## src/rtl/cla_multicycle_adder.sv

```systemverilog
`default_nettype none
// ============================================================================
// Module      : cla_multicycle_adder
// Description : Sequential WIDTH-bit adder built around a single 4-bit
//               carry-lookahead slice. Operands are accepted through a
//               valid/ready handshake and one nibble is added per cycle,
//               LSB nibble first, with a registered carry chaining the
//               nibbles. The result is offered through a valid/ready
//               output handshake.
//
// Parameters  : WIDTH  operand/sum width, a multiple of 4 and >= 4
//
// Ports       : clk        clock, rising edge
//               rst_n      asynchronous active-low reset
//               in_valid   operands a/b/cin valid
//               in_ready   block can accept operands (IDLE only)
//               a, b       WIDTH-bit operands
//               cin        carry into bit 0
//               out_valid  sum/cout valid (DONE only)
//               out_ready  consumer accepts result
//               sum        registered WIDTH-bit sum (modulo 2^WIDTH)
//               cout       carry out of bit WIDTH-1
//               ovf        signed overflow, present only with CLA_OVF_EN
//
// Build macro : CLA_OVF_EN  adds the ovf port and its register
//
// Revision    : 1.0  initial release
// ============================================================================
module cla_multicycle_adder #(
    parameter int WIDTH = 16
) (
    input  logic             clk,
    input  logic             rst_n,
    input  logic             in_valid,
    output logic             in_ready,
    input  logic [WIDTH-1:0] a,
    input  logic [WIDTH-1:0] b,
    input  logic             cin,
    output logic             out_valid,
    input  logic             out_ready,
    output logic [WIDTH-1:0] sum,
    output logic             cout
`ifdef CLA_OVF_EN
    ,
    output logic             ovf
`endif
);

    localparam int NIB  = WIDTH / 4;
    // Index width; a single-nibble build still needs a one-bit counter.
    localparam int c_iw = (NIB > 1) ? $clog2(NIB) : 1;
    localparam logic [c_iw-1:0] c_last = c_iw'(NIB - 1);

    localparam logic [1:0] c_idle = 2'd0;
    localparam logic [1:0] c_calc = 2'd1;
    localparam logic [1:0] c_done = 2'd2;

    logic [1:0]       r_state;
    logic [WIDTH-1:0] r_a;
    logic [WIDTH-1:0] r_b;
    logic [WIDTH-1:0] r_sum;
    logic             r_carry;
    logic             r_cout;
    logic [c_iw-1:0]  r_idx;

    // Bit offset of the current nibble: index * 4.
    logic [c_iw+1:0]  w_base;
    logic [3:0]       w_an;
    logic [3:0]       w_bn;
    logic [3:0]       w_p;
    logic [3:0]       w_g;
    logic [4:0]       w_c;
    logic [3:0]       w_s;

    assign w_base = {r_idx, 2'b00};
    assign w_an   = r_a[w_base +: 4];
    assign w_bn   = r_b[w_base +: 4];

    assign w_p = w_an ^ w_bn;
    assign w_g = w_an & w_bn;

    // Every carry is a flat sum of products of p/g and the incoming carry,
    // so no carry depends on another within the slice.
    assign w_c[0] = r_carry;
    assign w_c[1] = w_g[0]
                  | (w_p[0] & r_carry);
    assign w_c[2] = w_g[1]
                  | (w_p[1] & w_g[0])
                  | (w_p[1] & w_p[0] & r_carry);
    assign w_c[3] = w_g[2]
                  | (w_p[2] & w_g[1])
                  | (w_p[2] & w_p[1] & w_g[0])
                  | (w_p[2] & w_p[1] & w_p[0] & r_carry);
    assign w_c[4] = w_g[3]
                  | (w_p[3] & w_g[2])
                  | (w_p[3] & w_p[2] & w_g[1])
                  | (w_p[3] & w_p[2] & w_p[1] & w_g[0])
                  | (w_p[3] & w_p[2] & w_p[1] & w_p[0] & r_carry);

    assign w_s = w_p ^ w_c[3:0];

    always_ff @(posedge clk or negedge rst_n) begin
        if (!rst_n) begin
            r_state <= c_idle;
            r_a     <= '0;
            r_b     <= '0;
            r_sum   <= '0;
            r_carry <= 1'b0;
            r_cout  <= 1'b0;
            r_idx   <= '0;
        end else begin
            case (r_state)
                c_idle: begin
                    if (in_valid) begin
                        r_a     <= a;
                        r_b     <= b;
                        r_carry <= cin;
                        r_idx   <= '0;
                        r_state <= c_calc;
                    end
                end
                c_calc: begin
                    // Only the current nibble of the sum is written; the
                    // others keep whatever they held before.
                    r_sum[w_base +: 4] <= w_s;
                    r_carry            <= w_c[4];
                    r_idx              <= r_idx + 1'b1;
                    if (r_idx == c_last) begin
                        r_cout  <= w_c[4];
                        r_state <= c_done;
                    end
                end
                c_done: begin
                    if (out_ready) begin
                        r_state <= c_idle;
                    end
                end
                default: begin
                    r_state <= c_idle;
                end
            endcase
        end
    end

`ifdef CLA_OVF_EN
    logic r_ovf;

    // Signed overflow: carry into the MSB differs from carry out of it.
    always_ff @(posedge clk or negedge rst_n) begin
        if (!rst_n) begin
            r_ovf <= 1'b0;
        end else if ((r_state == c_calc) && (r_idx == c_last)) begin
            r_ovf <= w_c[3] ^ w_c[4];
        end
    end

    assign ovf = r_ovf;
`endif

    assign in_ready  = (r_state == c_idle);
    assign out_valid = (r_state == c_done);
    assign sum       = r_sum;
    assign cout      = r_cout;

endmodule
`default_nettype wire
```

## config.mk

```make
export PLATFORM = sky130hd
export DESIGN_NAME = cla_multicycle_adder
export DESIGN_NICKNAME = d
export VERILOG_FILES = /design/src/rtl/cla_multicycle_adder.sv
export SDC_FILE = /design/constraint.sdc
export NUM_CORES = 1
export LEC_CHECK = 0
export BUFFER_PORTS_ARGS = -buffer_cell sky130_fd_sc_hd__buf_2
export CORE_UTILIZATION = 34
export DETAILED_ROUTE_END_ITERATION = 10
export PLACE_DENSITY = 0.56
export SETUP_SLACK_MARGIN = 0.3
export SLEW_MARGIN = 10
export SYNTH_ARGS = -nofsm -noshare
export SYNTH_HDL_FRONTEND = slang
export SYNTH_SLANG_ARGS = --single-unit
```

## constraint.sdc

```tcl
create_clock -name clk -period 2.96 [get_ports clk]
set_clock_uncertainty 0.05 [all_clocks]
set_input_delay 0.296 -clock clk [delete_from_list [all_inputs] [get_ports clk]]
set_output_delay 0.296 -clock clk [all_outputs]
set_load 0.02 [all_outputs]
```

==> results.md <==
- Maximum capacitance violations: 0
- Area growth, synth to finish: 19.8%
- Highest achievable clock rate: approximately 400 MHz
- Shortest period the worst path allows: roughly 2.5 ns
- Clk network pwr share: between 10% and 20%
- Nature of the critical path endpoint: flip-flop
- Share of total power in combinational logic: 55.9%
- Worst Setup Path Type: flip-flop to flip-flop
- Net switching power: approximately 1700 uW
- Synthesized cell area: 0.00255 mm^2
- Seq pwr share: about a third
- Overall routed net length: 5.48 mm
- Final antenna-violating net count: 0
- Post-detail-place hpwl: 4.02 mm
- Dominant cell type by area after synthesis: sky130_fd_sc_hd__dfrtp_1
- Area share of the largest cell type after synthesis: 53.0%
- Total number of nets in the final design: 348
- Async set-or-reset flop fraction in the synthesized netlist: between 90% and 100%
- H-tree levels: 2
- Run status: finished clean
- Number of global-route vias before repair: 1906
- Highest net fanout along the worst path: 7
- Setup Viol. Count Final: 0
- I/O pin count: 56
- Kind of start point of the critical path: flip-flop
- Total global-route track usage: 15.8%
- Area of the die: 0.00784 mm^2
- Crit path buf inv count: 0
- Area contributors post-synth: sky130_fd_sc_hd__dfrtp_1, sky130_fd_sc_hd__nand2_1, sky130_fd_sc_hd__mux4_2, sky130_fd_sc_hd__a22o_1, sky130_fd_sc_hd__ha_1
- Maximum resistive drop on vdd: 0.000489 V
- Kind of cell adding the most delay to the critical path: compound AO/OA/AOI/OAI gates
- Internal power summed over all cells: 2140 uW
- Avg WL per Cell: 13.7 um
- Ranking of synthesized cells by instance count: sky130_fd_sc_hd__nand2_1, sky130_fd_sc_hd__dfrtp_1, sky130_fd_sc_hd__a22o_1, sky130_fd_sc_hd__ha_1, sky130_fd_sc_hd__mux4_2
- Average cell area after synthesis: 10.7 um^2
- Switching share of total power: 44.5%
- Total Neg Setup Slack: 0 ns
- Number of sinks on the clock net: 54
- Fraction of final layout cells sized beyond drive strength 1: 28.3%
- Post-synthesis cell count: between 200 and 250
- Data required time at the worst endpoint: 3.12 ns
- First-pass iteration count of the detailed router: 4
- Transition time at the pin with the least slew margin: 1.13 ns
- DR vias: 1887
- Initial core utilization: a little over a third
- Number of rows in the core area: 31
- Root buffer selected by CTS: sky130_fd_sc_hd__clkbuf_8
- Global-route wire length before repair: 9.37 mm
- Slowest cell delay on critical path: 0.57 ns
- Worst path cell trace: mux4_2 > ha_1 > a21o_1 > a2111oi_4 > nor4_4 > a22o_1
- Average vias per placed instance: 4.73
- Worst-case headroom to the max-slew limit: 24.5%
- Initial antenna violation count: 0
- Clk slew on worst S/H paths: 0.10 ns
- Fin. max-slew vios: 0
- Number of different library cells in the post-synthesis netlist: 31
- Total global routing overflow: 0
- Hold WC Path Type: input port to flip-flop
- 1st-iter DRT viols: between 50 and 60
- Power Dens Cells: between 1000 and 1500 mW/mm^2
- Count of final hold-check violations: 0
- Leakage power: 0.00159 uW
- Portion of the clock cycle consumed by the worst path in the final layout: 84.9%
- Overall power after layout: 3850 uW
- Number of flops mapped to enable cells by yosys: 0
- Clock latency on the worst-skew pair: 0.31 ns
- CTS tree: done
- Chip width: 88.6 um
- Top-count cell post-synth: sky130_fd_sc_hd__nand2_1
- Cell type of the slowest stage on the worst timing path: sky130_fd_sc_hd__mux4_2
- Antenna diode count: 0
- Data arrival time at the worst-slack endpoint: 2.67 ns
- Number of buffers added by the clock tree synthesis step: 5
- Port Buf Inserts: between 50 and 60
- Chip height: just under 90 um
- Mapped Nets: between 200 and 300
- Gpl congestion: 0.815
- Count of warnings emitted by yosys: 0
- Standard cell core area: 0.00725 mm^2
- Largest net degree at the start of global routing: 34
- RSZ-0062 raised after global routing: no
- Post-synthesis register bit count: 54
- Ys flop type: sky130_fd_sc_hd__dfrtp_1
- Clk buf depth: 2
- Share of synthesized area occupied by flip-flops and latches: about 53%
- Final routed DRC violation total: 0
==> tightest hold or removal path, delay by kind of cell <==
| family | cells | cell delay [ns] |
|---|---|---|
| and+or+nand+nor | 2 | 0.08 |
| buffers and inverters | 1 | 0.07 |
==> cell families (layout without fill, tap and decap cells) <==
| family | after synthesis | in the layout | synth area share (%) |
|---|---|---|---|
| compound gates | 29 | 29 | 9.63 |
| xor+xnor | 2 | 2 | 0.688 |
| fa+ha+maj | 12 | 12 | 6.19 |
| buf+inv | 12 | 73 | 2.21 |
| flops | 54 | 54 | 53.0 |
| mux | 8 | 8 | 7.07 |
| simple gates | 122 | 122 | 21.2 |
==> layout make-up <==
class,count,area (um^2)
clock buffers,6,72.6
clock inverters,2,15.0
fillers,754,4200
inverters,3,11.3
multi-input cells,173,1150
flip-flops and latches,54,1350
well taps,99,124
repair buffers,62,330
==> power by group through the flow <==
stage	registers [uW]	clock network [uW]	logic, uW
2_1_floorplan	1350	0	1530
3_3_place_gp	1320	0	2100
3_5_place_dp	1320	0	2140
4_1_cts	1310	430	2150
5_1_grt	1340	450	2410
6_report	1290	408	2150
==> worst paths after layout <==
kind	endpoint	cells past startpoint	startpoint	slack, ns
worst max-delay path	sum[11]$_DFFE_PN0P_	6	r_idx[0]$_DFFE_PN0P_	0.45
worst min-delay path	r_a[14]$_DFFE_PN0P_	3	a[14]	0.12
worst max register to register	sum[11]$_DFFE_PN0P_	6	r_idx[0]$_DFFE_PN0P_	0.45
worst min register to register	r_b[10]$_DFFE_PN0P_	2	r_b[10]$_DFFE_PN0P_	0.43
max in group asynchronous	r_b[14]$_DFFE_PN0P_	3	rst_n	1.59
min in group asynchronous	r_a[7]$_DFFE_PN0P_	2	rst_n	0.47
==> timing repair <==
| item | 4_1_cts | 5_1_grt |
|---|---|---|
| endpoints found under the setup margin | 0 | 10 |
| gates resized for setup | 0 | 0 |
| hold buffers | 1 | 0 |
| buffers inserted | 0 | 2 |
| hold endpoints to repair | 24 | 0 |
==> placed cells by master, fill, tap and decap left out, drive strengths merged, types with 2 or more instances in the layout <==
cell type	instances
ha	11
o21ai	3
a21oi	3
buf	61
inv	3
dfrtp	54
nand2	106
a21o	2
nor4	3
clkinvlp	2
a22o	17
and4	2
clkbuf	6
mux4	8
nor2	3
nor3	2
nor2b	3
==> metal layers <==
| layer | share of wire [%] | up-vias | global-route usage, % | routed length (um) |
|---|---|---|---|---|
| met5 | 0 | - | 0 | 0 |
| met4 | 2.0 | 0 | 5.87 | 108 |
| met3 | 4.3 | 10 | 3.17 | 237 |
| met2 | 45 | 47 | 24.3 | 2470 |
| met1 | 49 | 902 | 22.1 | 2660 |
| li1 | - | 928 | - | - |
==> per-stage QoR <==
step	util, %	cells	worst slack, ns	instance area, um^2	hold slack, ns
after floorplan	-	239	0.349	2550	-0.0496
after global placement	40.5	388	0.417	2940	0.279
after detailed placement	40.5	388	0.362	2940	0.281
after CTS	41.9	397	0.349	3040	0.104
after global routing	42.1	399	0.330	3050	0.117
final	42.1	399	0.448	3050	0.116
==> registers in the layout, summed over array words and instances, names as in the netlist <==
signal	flops
cout	1
r_a	16
r_b	16
r_carry	1
r_idx	2
r_state	2
sum	16
Power figures use the tool's default switching activity.
